==> src/rtl/spoofer_avst_source_if.sv <==
// Avalon-ST stream bundle (ready latency 0) carried between the spoofer source
// and the sink under test.
interface spoofer_avst_source_if #(
   parameter int DATA_WIDTH = 32
);
   logic [DATA_WIDTH-1:0] data;
   logic                  valid;
   logic                  ready;
   logic                  sop;
   logic                  eop;

   modport master (output data, output valid, output sop, output eop, input ready);
   modport slave  (input data, input valid, input sop, input eop, output ready);
endinterface

==> src/rtl/spoofer_avst_source.sv <==
// Samples the spoofer counter, strobes it forward, buffers words in a 2-deep FIFO
// and emits them as fixed-length Avalon-ST packets.
module spoofer_avst_source #(
   parameter int DATA_WIDTH    = 32,
   parameter int PACKET_LEN    = 256,
   parameter int SETTLE_CYCLES = 3
) (
   input  logic                  clk,
   input  logic                  rst_n,
   input  logic                  enable,
   input  logic [DATA_WIDTH-1:0] count_in,
   output logic                  read_signal,
   output logic [15:0]           pkt_count,
   spoofer_avst_source_if.master avst
);

   localparam int BEAT_W   = $clog2(PACKET_LEN);
   localparam int SETTLE_W = $clog2(SETTLE_CYCLES + 1);
   localparam logic [BEAT_W-1:0]   LAST_BEAT   = BEAT_W'(PACKET_LEN - 1);
   localparam logic [SETTLE_W-1:0] LAST_SETTLE = SETTLE_W'(SETTLE_CYCLES - 1);

   typedef enum logic [1:0] {
      ST_IDLE,
      ST_CAPTURE,
      ST_PULSE,
      ST_SETTLE
   } state_t;

   state_t                state_q, state_d;
   logic [SETTLE_W-1:0]   settle_q, settle_d;
   logic [BEAT_W-1:0]     issue_q, issue_d;
   logic [BEAT_W-1:0]     beat_q, beat_d;
   logic [15:0]           pkt_q, pkt_d;
   logic [DATA_WIDTH-1:0] mem_q [2];
   logic [DATA_WIDTH-1:0] mem_d [2];
   logic                  wr_ptr_q, wr_ptr_d;
   logic                  rd_ptr_q, rd_ptr_d;
   logic [1:0]            fill_q, fill_d;

   logic fifo_full;
   logic fifo_empty;
   logic fifo_wr;
   logic handshake;
   logic stop_pending;

   assign fifo_full    = (fill_q == 2'd2);
   assign fifo_empty   = (fill_q == 2'd0);
   assign handshake    = !fifo_empty && avst.ready;
   // Stopping is only allowed once the issued words form whole packets.
   assign stop_pending = !enable && (issue_q == '0);

   always_ff @(posedge clk) begin
      if (!rst_n) begin
         state_q  <= ST_IDLE;
         settle_q <= '0;
         issue_q  <= '0;
         beat_q   <= '0;
         pkt_q    <= '0;
         mem_q[0] <= '0;
         mem_q[1] <= '0;
         wr_ptr_q <= 1'b0;
         rd_ptr_q <= 1'b0;
         fill_q   <= '0;
      end else begin
         state_q  <= state_d;
         settle_q <= settle_d;
         issue_q  <= issue_d;
         beat_q   <= beat_d;
         pkt_q    <= pkt_d;
         mem_q[0] <= mem_d[0];
         mem_q[1] <= mem_d[1];
         wr_ptr_q <= wr_ptr_d;
         rd_ptr_q <= rd_ptr_d;
         fill_q   <= fill_d;
      end
   end

   always_comb begin
      state_d = state_q;
      case (state_q)
         ST_IDLE:    if (enable) state_d = ST_CAPTURE;
         ST_CAPTURE: if (!fifo_full) state_d = ST_PULSE;
         ST_PULSE:   state_d = ST_SETTLE;
         ST_SETTLE:  if (settle_q == LAST_SETTLE) state_d = stop_pending ? ST_IDLE : ST_CAPTURE;
         default:    state_d = ST_IDLE;
      endcase
   end

   always_comb begin
      read_signal = 1'b0;
      fifo_wr     = 1'b0;
      case (state_q)
         ST_CAPTURE: fifo_wr     = !fifo_full;
         ST_PULSE:   read_signal = 1'b1;
         default:    ;
      endcase
   end

   always_comb begin
      settle_d = (state_q == ST_SETTLE) ? settle_q + SETTLE_W'(1) : '0;

      issue_d = issue_q;
      if (fifo_wr) begin
         issue_d = (issue_q == LAST_BEAT) ? '0 : issue_q + BEAT_W'(1);
      end

      mem_d[0] = mem_q[0];
      mem_d[1] = mem_q[1];
      if (fifo_wr) begin
         mem_d[wr_ptr_q] = count_in;
      end
      wr_ptr_d = wr_ptr_q ^ fifo_wr;
      rd_ptr_d = rd_ptr_q ^ handshake;

      fill_d = fill_q;
      case ({fifo_wr, handshake})
         2'b10:   fill_d = fill_q + 2'd1;
         2'b01:   fill_d = fill_q - 2'd1;
         default: fill_d = fill_q;
      endcase

      beat_d = beat_q;
      pkt_d  = pkt_q;
      if (handshake) begin
         beat_d = (beat_q == LAST_BEAT) ? '0 : beat_q + BEAT_W'(1);
         if (beat_q == LAST_BEAT) begin
            pkt_d = pkt_q + 16'd1;
         end
      end
   end

   assign avst.valid = !fifo_empty;
   assign avst.data  = mem_q[rd_ptr_q];
   assign avst.sop   = !fifo_empty && (beat_q == '0);
   assign avst.eop   = !fifo_empty && (beat_q == LAST_BEAT);
   assign pkt_count  = pkt_q;

endmodule

==> src/flat_wrapper.sv <==
// flat-port wrapper written by rule: the top's interface ports become plain ports
module spoofer_avst_source_flat 
#(
   parameter int DATA_WIDTH    = 32,
   parameter int PACKET_LEN    = 256,
   parameter int SETTLE_CYCLES = 3
)
  (clk, rst_n, enable, count_in, read_signal, pkt_count, avst_data, avst_valid, avst_sop, avst_eop, avst_ready);
  spoofer_avst_source_if #(.DATA_WIDTH(DATA_WIDTH)) avst_i ();
  input  logic clk;
  input  logic rst_n;
  input  logic enable;
  input  logic [DATA_WIDTH-1:0] count_in;
  output logic read_signal;
  output logic [15:0] pkt_count;
  output wire logic [$bits(avst_i.data)-1:0] avst_data;
  output wire logic [$bits(avst_i.valid)-1:0] avst_valid;
  output wire logic [$bits(avst_i.sop)-1:0] avst_sop;
  output wire logic [$bits(avst_i.eop)-1:0] avst_eop;
  input wire logic [$bits(avst_i.ready)-1:0] avst_ready;
  assign avst_data = avst_i.data;
  assign avst_valid = avst_i.valid;
  assign avst_sop = avst_i.sop;
  assign avst_eop = avst_i.eop;
  assign avst_i.ready = avst_ready;
  spoofer_avst_source #(.DATA_WIDTH(DATA_WIDTH), .PACKET_LEN(PACKET_LEN), .SETTLE_CYCLES(SETTLE_CYCLES)) u_core (.clk(clk), .rst_n(rst_n), .enable(enable), .count_in(count_in), .read_signal(read_signal), .pkt_count(pkt_count), .avst(avst_i));
endmodule
==> config.mk <==
export PLATFORM = sky130hd
export DESIGN_NAME = spoofer_avst_source_flat
export DESIGN_NICKNAME = d
export VERILOG_FILES = /design/src/rtl/spoofer_avst_source_if.sv /design/src/rtl/spoofer_avst_source.sv /design/src/flat_wrapper.sv
export SDC_FILE = /design/constraint.sdc
export NUM_CORES = 1
export LEC_CHECK = 0
export ABC_CLOCK_PERIOD_IN_PS = 3300
export CAP_MARGIN = 20
export CORE_MARGIN = 5
export CORE_UTILIZATION = 35
export DETAILED_ROUTE_END_ITERATION = 10
export PLACE_DENSITY = 0.58
export SLEW_MARGIN = 10
export SYNTH_ARGS = -nofsm -noshare
export SYNTH_HDL_FRONTEND = slang
export SYNTH_SLANG_ARGS = --single-unit
==> constraint.sdc <==
create_clock -name clk -period 3.3 [get_ports clk]
set_clock_uncertainty 0.15 [all_clocks]
set_input_delay 0.495 -clock clk [delete_from_list [all_inputs] [get_ports clk]]
set_output_delay 0.495 -clock clk [all_outputs]
set_load 0.005 [all_outputs]
==> impl_metrics.toml, run 1 <==
[outcome]
status = "finished, final reports clean"

[synthesis]
synth_area_per_cell_um2 = 9.69
synth_cells = 480
ys_ff_latch = 105
ys_warn_count = 0
ys_seq_area_share_pct = 45.2
yosysUniqueCellTypes = 47
syn_nets = 530
synth_edf_count = 0
postSynth.asyncResetShare_pct = 0
synth_area_um2 = 4650
synth_flop_cell = "dfxtp_1"

[cts]
cts.sinks = 105
ctsHoldBuffers = 0
h-tree-depth = 3
cts_resized = 0
clockBufferDepth = 2
cts_setup_buffers = 0
path_clk_slew_ns = 0.07
cts_buffers = 9
clockRootBuffer = "clkbuf_16"
clock_latency_ns = 0.35
cts_tree = "done"

[layout]
nFillCells = 1304
nets = 607
mostFrequentLayoutCells = "dfxtp_1 (105), nor2_1 (91), clkdlybuf4s50_1 (87), mux2i_1 (66), mux2_2 (32)"
multi_input_area_um2 = 2390
seq_area_um2 = 2100
instances_no_fill = 738
layout-drive-gt1-share_pct = 11.7
antennaDiodeCount = 0
area_delta_synth_final_pct = 28.3
final_common_cell = "dfxtp_1"

[die]
start_util_pct = 35.4
die_w_um = 125
row_count = 42
fp.dieH_um = 125
coreArea_um2 = 13100
io_pins = 88
dieArea_um2 = 15700

[timing]
setup_tns_ns = 0
finalSetupViolCount = 0
min_period_over_period_pct = 81.2
tightest_slew_ns = 0.607
drv_slew = 0
fmax_mhz = 373
min_period_ns = 2.68
finalHoldViolCount = 0
grt_setup_unrepaired = "false"
slew_headroom_pct = 59.5
timing.final.ws_setup_ns = 0.619
hold_slack_ns = 0.258

[place]
dpl.cell_count = 722
gp_congestion = 0.774
dpl_worst_slack_ns = 0.505
io_buffer_count = 87
dp_hpwl_um = 7130

[global_routing]
grt_first_pass_wirelength_um = 17900
grt_usage_pct = 13.7
gr-total-overflow = 0
antenna_found_initial = 0
grt_max_degree = 56
grt_pass1_vias = 3675

[power_and_ir_drop]
p_leak_nw = 2.16
powerDensity_nw_per_um2 = 656
peakVddDrop_mv = 0.232
power_mw = 3.91

[critical_path]
arrival_ns = 2.04
required_ns = 2.65
cp_top_family = "buffers and inverters"
worst-path-max-fanout = 8
worst_setup_path_start_kind = "register"
crit_path_end_kind = "primary output"
slowest_stage = "clkdlybuf4s50_1"
path_cells = "ha_1 -> nand4_4 -> nor3b_1 -> clkdlybuf4s50_1"
critPathMaxStageDelay_ns = 0.55
path_buf_inv = 1
crit_type = "reg2out"

[detailed_routing]
via_per_inst = 4.88
drt_iter0_drc = 165
ant_nets = 0
wl_um = 10400
routedWlPerCell_um = 14.1
dr.pass1.iters = 4
dr_total_vias = 3604
drc_errors = 0

[run]
drv_cap = 0

[worst_hold_path]
min_path_type = "reg2reg"
[where the power goes]
group / total [mW] / switching [mW] / internal (mW) / leakage [nW]
Combinational: 1.33 / 0.608 / 0.717 / 1.17
Sequential: 1.57 / 0.112 / 1.46 / 0.851
Clock: 1.02 / 0.479 / 0.538 / 0.140
[logic make-up (layout without fill, tap and decap cells)]
| kind of cell | after synthesis | in the layout | share of synthesized area [%] |
|---|---|---|---|
| flops | 105 | 105 | 45.2 |
| xor+xnor | 19 | 19 | 3.58 |
| simple gates | 166 | 166 | 16.9 |
| fa+ha+maj | 14 | 14 | 3.77 |
| buf+inv | 40 | 122 | 3.58 |
| compound gates | 38 | 38 | 4.98 |
| mux | 98 | 98 | 22.0 |
[Yosys cell counts (2+ instances only)]
cell type | n | area share, %
nand2_1 | 20 | 1.6
o21ai_0 | 10 | 1.1
mux2i_1 | 66 | 14
nor3_1 | 3 | 0.32
xor2_1 | 7 | 1.3
nor4_1 | 5 | 0.67
inv_1 | 12 | 0.97
nor2_1 | 91 | 7.3
mux2_2 | 32 | 7.8
or3_1 | 5 | 0.67
buf_1 | 9 | 0.73
buf_6 | 2 | 0.48
or4_1 | 4 | 0.65
and3_1 | 4 | 0.54
nor4b_1 | 2 | 0.38
a21oi_1 | 15 | 1.6
dfxtp_1 | 105 | 45
xnor2_1 | 12 | 2.3
ha_1 | 14 | 3.8
clkbuf_1 | 14 | 1.1
nand4_1 | 7 | 0.94
o31ai_1 | 2 | 0.32
nand3_1 | 9 | 0.97
nor2b_1 | 2 | 0.27
or3_2 | 5 | 0.81
o211ai_1 | 2 | 0.32
[layout make-up]
class | instances | area share, %
inverter | 14 | 0.881
tap | 176 | 3.69
timing repair buffer | 92 | 15.4
multi-input combinational | 335 | 40.0
sequential | 105 | 35.2
clock buffer | 11 | 4.07
clock inverter | 5 | 0.671
[stage by stage]
stage	util (%)	area [um^2]
floorplan	-	4650
global placement	43.2	5680
detailed placement	43.2	5680
CTS	45.4	5960
global route	45.4	5960
finish	45.4	5960
[worst register-to-register path: stages (launching register included)]
cell and delay, ns:
dfxtp_1 0.39, ha_1 0.27, nand4_4 0.18, or4_1 0.70, or4_1 0.55, a21oi_1 0.16
[worst paths after layout]
check,startpoint,endpoint,slack [ns],cells after the start
setup reg to reg,u_core.beat_q[1],u_core.pkt_count[15],0.84,5
setup / recovery,u_core.beat_q[1],avst_eop,0.62,4
hold reg to reg,u_core.settle_q[0],u_core.settle_q[0],0.26,1
hold / removal,u_core.settle_q[0],u_core.settle_q[0],0.26,1
[metal layers]
| layer | up-vias | routed length, um | GRT usage (%) | share of wire, % |
|---|---|---|---|---|
| met5 | - | 0 | 0 | 0 |
| li1 | 1805 | - | - | - |
| met3 | 12 | 406 | 3.71 | 3.9 |
| met2 | 59 | 4930 | 22.0 | 47 |
| met4 | 0 | 184 | 5.48 | 1.8 |
| met1 | 1728 | 4880 | 17.7 | 47 |
[flip-flops by register name, indices dropped and copies added (netlist names), named ones only]
register and flops:
u_core.issue_q 8, u_core.state_q 2, u_core.fill_q 2, u_core.settle_q 2
u_core.mem_q 64, u_core.rd_ptr_q 1, u_core.pkt_count 16, u_core.beat_q 8
u_core.wr_ptr_q 1
Note: power is estimated with default switching activity, not from simulation.
==> run 2: changes to the inputs <==
--- a/config.mk
+++ b/config.mk
@@ -5,7 +5,7 @@
 export SDC_FILE = /design/constraint.sdc
 export NUM_CORES = 1
 export LEC_CHECK = 0
-export ABC_CLOCK_PERIOD_IN_PS = 3300
+export ABC_CLOCK_PERIOD_IN_PS = 2710
 export CAP_MARGIN = 20
 export CORE_MARGIN = 5
 export CORE_UTILIZATION = 35
==> constraint.sdc (replaced) <==
create_clock -name clk -period 2.71 [get_ports clk]
set_clock_uncertainty 0.15 [all_clocks]
set_input_delay 0.4065 -clock clk [delete_from_list [all_inputs] [get_ports clk]]
set_output_delay 0.4065 -clock clk [all_outputs]
set_load 0.005 [all_outputs]
==> run 2 against run 1 <==
  * Hold slack gained 0.0064 ns
  * Sequential share of layout area shrank 0.77 points
  * Via count shrank 0.39%
  * Non-clock buffer count grew 5
  * Largest cell class unchanged
==> impl_metrics.toml, run 2 (synthesized netlist as in run 1, its figures left out) <==
[place]
dpl_worst_slack_ns = 0.155
io_buffer_count = 87
gp_congestion = 0.772
dp_hpwl_um = 7240

[cts]
cts_setup_buffers = 0
h-tree-depth = 3
cts.sinks = 105
cts_tree = "done"
ctsHoldBuffers = 0
cts_resized = 0
clock_latency_ns = 0.34
path_clk_slew_ns = 0.07
clockBufferDepth = 2
cts_buffers = 9
clockRootBuffer = "clkbuf_16"

[timing]
grt_setup_unrepaired = "false"
drv_slew = 0
fmax_mhz = 390
timing.final.ws_setup_ns = 0.144
setup_tns_ns = 0
finalHoldViolCount = 0
min_period_ns = 2.57
tightest_slew_ns = 0.452
finalSetupViolCount = 0
slew_headroom_pct = 69.8
min_period_over_period_pct = 94.7

[critical_path]
arrival_ns = 2.01
slowest_stage = "clkdlybuf4s50_1"
crit_type = "reg2out"
path_buf_inv = 1
worst-path-max-fanout = 8
reg2reg_depth = 5
r2r_end = "u_core.pkt_count[15]"
crit_path_end_kind = "primary output"
cp-endpoint = "avst_eop"
reg2reg_slack_ns = 0.34
critPathLaunch = "u_core.beat_q[1]"
cp_top_family = "buffers and inverters"
required_ns = 2.15
path_cells = "ha_1 -> nand4_4 -> nor3b_1 -> clkdlybuf4s50_1"
worst_setup_path_start_kind = "register"
critPathMaxStageDelay_ns = 0.55
timing.rr.start = "u_core.beat_q[1]"
crit_cells = 4

[global_routing]
grt_pass1_vias = 3693
use_met1_pct = 17.7
grt_usage_pct = 13.7
gr-total-overflow = 0
grt_first_pass_wirelength_um = 17900
grt_max_degree = 43
busiest_layer = "met2"
antenna_found_initial = 0
use_met3_pct = 2.86
grt_use_met2_pct = 22.3

[detailed_routing]
drt_iter0_drc = 171
ant_nets = 0
drc_errors = 0
routedWlPerCell_um = 14.0
wl_um = 10400
dr_total_vias = 3590
dr.pass1.iters = 4
via_per_inst = 4.83

[outcome]
status = "finished, final reports clean"

[layout]
utilization_pct = 46.4
mostFrequentLayoutCells = "dfxtp_1 (105), nor2_1 (91), clkdlybuf4s50_1 (87), mux2i_1 (66), mux2_2 (32)"
antennaDiodeCount = 0
nets = 612
layout-drive-gt1-share_pct = 12.7
area_delta_synth_final_pct = 31.1
largest_reg_flops = 64
final_common_cell = "dfxtp_1"
largest-register = "u_core.mem_q"

[die]
row_count = 42
dieArea_um2 = 15700
fp.dieH_um = 125
start_util_pct = 35.4
io_pins = 88
coreArea_um2 = 13100
die_w_um = 125

[power_and_ir_drop]
p_leak_nw = 2.21
p_seq_share_pct = 38.2
powerDensity_nw_per_um2 = 822
pwr-share-comb_pct = 33.8
clkPwrFrac_pct = 28.0
switching_share_pct = 29.1
peakVddDrop_mv = 0.297
netSwitchingPower_mw = 1.46
intPower_mw = 3.55

[worst_hold_path]
min_path_type = "reg2reg"
holdPathStages = 1

[run]
drv_cap = 0
-- run 2: cell types whose count changed in the layout (fill, tap and decap cells not counted) --
cell | before | now
nor4_1 | 5 | 4
clkinv_2 | 1 | 2
buf_12 | 1 | 5
buf_4 | 4 | 5
clkinv_4 | 3 | 1
nor4_2 | 0 | 1
inv_6 | 1 | 0
bufinv_16 | 0 | 2
-- run 2: worst min path at each step --
stage / start / to / slack (ns)
after floorplan: u_core.settle_q[0] / u_core.settle_q[0] / 0.24
after global placement: u_core.settle_q[0] / u_core.settle_q[0] / 0.25
after detailed placement: u_core.settle_q[0] / u_core.settle_q[0] / 0.26
after CTS: u_core.settle_q[0] / u_core.settle_q[0] / 0.27
after global routing: u_core.settle_q[0] / u_core.settle_q[0] / 0.30
final: u_core.settle_q[0] / u_core.settle_q[0] / 0.26
-- run 2: through the flow --
stage	power [mW]	instance area (um^2)	instances	hold WS, ns
5_1_grt	5.33	6100	743	0.304
2_1_floorplan	2.98	4650	480	0.241
3_3_place_gp	3.62	5770	727	0.248
3_5_place_dp	3.66	5770	727	0.262
4_1_cts	5.09	6090	743	0.272
6_report	5.01	6100	743	0.264
-- run 2: layout make-up --
type                       instances  area, um^2
timing repair buffer              97        1010
sequential                       105        2100
clock buffer                      11         243
inverter                          14        52.6
fill                            1245        7040
tap                              176         220
multi-input combinational        335        2390
clock inverter                     5        78.8
-- run 2: layer usage --
metal,wire [um],share of wire [%]
met1,5060,49
met4,167,1.6
met3,327,3.1
met5,0,0
met2,4870,47
-- run 2: power groups by stage --
stage	registers, mW	logic (mW)	clock network, mW
floorplan	1.90	1.08	0
global placement	1.93	1.69	0
detailed placement	1.95	1.72	0
CTS	1.91	1.73	1.45
global route	1.95	1.87	1.51
finish	1.91	1.69	1.40
==> run 3: changes to the inputs <==
--- a/config.mk
+++ b/config.mk
@@ -7,7 +7,6 @@
 export LEC_CHECK = 0
 export ABC_CLOCK_PERIOD_IN_PS = 2710
 export CAP_MARGIN = 20
-export CORE_MARGIN = 5
 export CORE_UTILIZATION = 35
 export DETAILED_ROUTE_END_ITERATION = 10
 export PLACE_DENSITY = 0.58
==> run 3 against run 2 <==
  * Via count fell by 0.42%
  * Critical path depth did not move
  * Combinational power barely moved
==> impl_metrics.toml, run 3 (synthesized netlist as in run 1, its figures left out) <==
[layout]
utilization_pct = 47.2
largest-register = "u_core.mem_q"
design_area_um2 = 6030
largest_reg_flops = 64
final_common_cell = "dfxtp_1"
instances_no_fill = 738
mostFrequentLayoutCells = "dfxtp_1 (105), nor2_1 (91), clkdlybuf4s50_1 (87), mux2i_1 (66), mux2_2 (32)"
layout-drive-gt1-share_pct = 12.7
nets = 611
antennaDiodeCount = 0
area_delta_synth_final_pct = 29.7

[power_and_ir_drop]
powerDensity_nw_per_um2 = 813
intPower_mw = 3.41
power_mw = 4.90
peakVddDrop_mv = 0.404
p_leak_nw = 2.18
pwr-share-comb_pct = 33.8
netSwitchingPower_mw = 1.49
p_seq_share_pct = 39.1
clkPwrFrac_pct = 27.1
switching_share_pct = 30.4

[place]
io_buffer_count = 87
dpl.cell_count = 722
gp_congestion = 0.787
placed_area_um2 = 5720
dp_hpwl_um = 6960
dpl_worst_slack_ns = 0.115

[critical_path]
required_ns = 2.15
critPathMaxStageDelay_ns = 0.54
crit_cells = 4
reg2reg_depth = 5
cp_top_family = "buffers and inverters"
crit_path_end_kind = "primary output"
slowest_stage = "clkdlybuf4s50_1"
path_cells = "ha_1 -> nand4_4 -> nor3b_1 -> clkdlybuf4s50_1"
path_buf_inv = 1
worst-path-max-fanout = 8
arrival_ns = 2.01
crit_type = "reg2out"
critPathLaunch = "u_core.beat_q[0]"
reg2reg_slack_ns = 0.27
r2r_end = "u_core.pkt_count[15]"
timing.rr.start = "u_core.beat_q[0]"
cp-endpoint = "avst_eop"
worst_setup_path_start_kind = "register"

[timing]
finalHoldViolCount = 0
fmax_mhz = 390
min_period_over_period_pct = 94.6
drv_slew = 0
grt_setup_unrepaired = "false"
setup_tns_ns = 0
finalSetupViolCount = 0
timing.final.ws_setup_ns = 0.148
hold_slack_ns = 0.259
slew_headroom_pct = 71.8
min_period_ns = 2.56
tightest_slew_ns = 0.423

[detailed_routing]
ant_nets = 0
wl_um = 10100
via_per_inst = 4.84
routed.top_layer = "met4"
drc_errors = 0
dr.pass1.iters = 4
wl_met1_um = 4780
drt_iter0_drc = 138
routedWlPerCell_um = 13.7
met3_wirelength_um = 393
wl_met2_um = 4770
dr_total_vias = 3575

[die]
row_count = 41
io_pins = 88
start_util_pct = 36.4
coreArea_um2 = 12800
fp.dieH_um = 117
dieArea_um2 = 13700
die_w_um = 117

[cts]
cts_buffers = 9
clock_latency_ns = 0.36
path_clk_slew_ns = 0.07
cts_setup_buffers = 0
clockRootBuffer = "clkbuf_16"
cts.sinks = 105
clockBufferDepth = 2
h-tree-depth = 3
cts_tree = "done"

[worst_hold_path]
min_path_type = "reg2reg"

[global_routing]
grt_max_degree = 57
grt_first_pass_wirelength_um = 16300
grt_pass1_vias = 3455
grt_usage_pct = 15.5
antenna_found_initial = 0
gr-total-overflow = 0

[run]
drv_cap = 0

[outcome]
status = "finished, final reports clean"
run 3: power by group through the flow:
stage | clock network (mW) | logic (mW) | registers (mW)
6_report | 1.33 | 1.66 | 1.91
2_1_floorplan | 0 | 1.08 | 1.90
3_3_place_gp | 0 | 1.64 | 1.93
3_5_place_dp | 0 | 1.67 | 1.95
4_1_cts | 1.37 | 1.69 | 1.91
5_1_grt | 1.45 | 1.84 | 1.94
run 3: routing by layer:
metal	global-route usage, %	vias to the layer above
met5	0	-
met2	25.5	65
met4	6.84	0
met1	18.9	1685
met3	4.22	10
li1	-	1815
run 3: cell type report:
cell class	count	area (um^2)
Fill cell	1219	6740
Clock inverter	7	78.8
Multi-Input combinational cell	335	2390
Clock buffer	9	225
Inverter	14	52.6
Sequential cell	105	2100
Timing Repair Buffer	96	963
Tap cell	172	215
run 3: timing repair:
| action | 4_1_cts | 5_1_grt |
|---|---|---|
| hold buffers | 0 | 0 |
| setup endpoints to repair | 0 | 1 |
| gates resized for setup | 0 | 1 |
run 3: how the worst min path moves through the flow:
stage               slack (ns)  depth (start not counted)            endpoint                from
CTS                       0.26                          1  u_core.settle_q[0]  u_core.settle_q[0]
detailed placement        0.25                          1  u_core.settle_q[0]  u_core.settle_q[0]
floorplan                 0.24                          1  u_core.settle_q[0]  u_core.settle_q[0]
global placement          0.25                          1  u_core.settle_q[0]  u_core.settle_q[0]
finish                    0.26                          1  u_core.settle_q[0]  u_core.settle_q[0]
global route              0.28                          1  u_core.settle_q[0]  u_core.settle_q[0]
run 3: worst register-to-register path, cell delays in order, from the launching register on:
cell and delay, ns:
dfxtp_1 0.38, ha_1 0.28, nand4_4 0.17, or4_1 0.70, or4_1 0.56, a21oi_1 0.14
==> variant: new RTL, config.mk and constraints of run 3 <==
Register the output `pkt_count` once more, without a reset; this adds one clock of latency there. The other outputs are not delayed to match.
--- a/src/rtl/spoofer_avst_source.sv
+++ b/src/rtl/spoofer_avst_source.sv
@@ -134,5 +134,7 @@
    assign avst.sop   = !fifo_empty && (beat_q == '0);
    assign avst.eop   = !fifo_empty && (beat_q == LAST_BEAT);
-   assign pkt_count  = pkt_q;
+   always_ff @(posedge clk) begin
+      pkt_count <= pkt_q;
+   end
 
 endmodule
Check against the original RTL: no difference found for any inputs over 10 cycles, from zero or initial values and one cycle with rst_n low; that may be too few to reach the edited logic, so the function may still have changed.
==> variant against run 3 <==
Total power grew 29%; cell count grew 5.7%; design area increased by 13%; sequential cell count increased by 16; routed wire length rose by 9.6%; sequential power up 13%; synthesized area grew 7.3%; setup slack got worse by 0.00054 ns; register-to-register slack improved by 0.20 ns; critical path depth stayed put; via count grew 6.1%; highest routed layer unchanged.
==> variant: results <==
[place]
placed_cells = 748
placed_cell_area_mm2 = 0.00611
pre_cts_slack_ns = 0.253
detailedPlacementHpwl_um = 7250
finalWeightedCongestion = 0.830

[synthesis]
synth.net_count = 547
yosysSeqAreaShare = 0.485
synth.distinct_cells = 44
synthTopCellsByArea = "dfxtp_1 49%, mux2i_1 13%, mux2_2 7.2%"
avgSynthCellArea_um2 = 10.0
synth_commonest_cells = "121 x dfxtp_1, 87 x nor2_1, 66 x mux2i_1"

[critical_path]
crit_fanout = 7
worstReg2RegEnd = "u_core.pkt_q[13]"
r2r_slack_ns = 0.47

[drt]
vias = 3792
wl_per_cell_um = 14.2
vias_per_cell = 4.86

[layout]
nets = 637
drive_gt1_frac = 0.142
top_regs = "u_core.mem_q (64), u_core.pkt_count (16), u_core.pkt_q (16)"
fillers = 1289

[hold_path]
hp-start = "u_core.pkt_q[5]"
hold_depth = 0
min_to = "u_core.pkt_count[5]"

[clock_network]
worst_skew_pair.late_latency_ns = 0.41
path_clk_slew_ns = 0.05
htreeDepth = 4

[grt]
grt_max_degree = 79
grt_pass1_vias = 3664
grt_pass1_wl_um = 17700

[timing]
worst_slew_pin_slew_ns = 0.577

[power]
ir_drop_mv = 0.466
power_leakage_uw = 0.00247

[outcome]
status = "complete, no violations"
-- variant: cell count changes after synthesis, sizes merged, moves of 2 or more --
cell,change
dfxtp,+16
xnor2,-5
nor2,-4
or4,+4
xor2,+4
a21oi,+3
and3,-3
or3,-3
nand2,-2
nand3,+2
nor3,-2
nor3b,+2
o21ai,-2
o31ai,+2
-- variant: how the worst max path moves through the flow --
stage | start | to | cells past startpoint
floorplan | u_core.state_q[1] | u_core.mem_q[1][25] | 10
global placement | avst_ready | u_core.pkt_q[11] | 5
detailed placement | avst_ready | u_core.pkt_q[11] | 5
CTS | u_core.beat_q[1] | avst_eop | 4
global route | u_core.beat_q[1] | avst_eop | 4
finish | u_core.beat_q[1] | avst_eop | 4
-- variant: cell families after synthesis --
| kind of cell | count (synthesis) | synth area share |
|---|---|---|
| AO/OA/AOI/OAI | 40 | 0.0492 |
| XOR/XNOR | 18 | 0.0316 |
| adder cells (fa/ha/maj) | 14 | 0.0351 |
| buffers and inverters | 42 | 0.0336 |
| flip-flops | 121 | 0.485 |
| multiplexers | 98 | 0.205 |
| AND/OR/NAND/NOR | 164 | 0.160 |
-- variant: cell type report --
cell class | instances | share of cell area
clock inverter | 11 | 0.0285
timing repair buffer | 98 | 0.148
sequential | 121 | 0.356
clock buffer | 21 | 0.0677
multi-input combinational | 334 | 0.358
tap | 180 | 0.0331
inverter | 15 | 0.00828
-- variant: timing repair --
item | CTS | global route
endpoints found under the hold margin | 0 | 0
gates resized for setup | 2 | 3
endpoints found under the setup margin | 2 | 2
-- variant: through the flow --
step | hold slack, ns | total power [µW] | util
global route | 0.241 | 6660 | 0.490
detailed placement | 0.225 | 3900 | 0.440
floorplan | 0.189 | 3220 | -
CTS | 0.239 | 6400 | 0.488
global placement | 0.210 | 3840 | 0.440
finish | 0.236 | 6320 | 0.490
-- variant: routing by layer --
layer / GRT usage / vias to the layer above
li1: - / 1901
met1: 0.189 / 1774
met4: 0.0787 / 0
met3: 0.0395 / 18
met5: 0 / -
met2: 0.257 / 99
-- variant: report_power, final --
part	leakage [µW]	switching (µW)	internal, µW
clock network	0.000306	774	1680
logic	0.00118	774	940
registers	0.000980	138	2010
total	0.00247	1690	4630
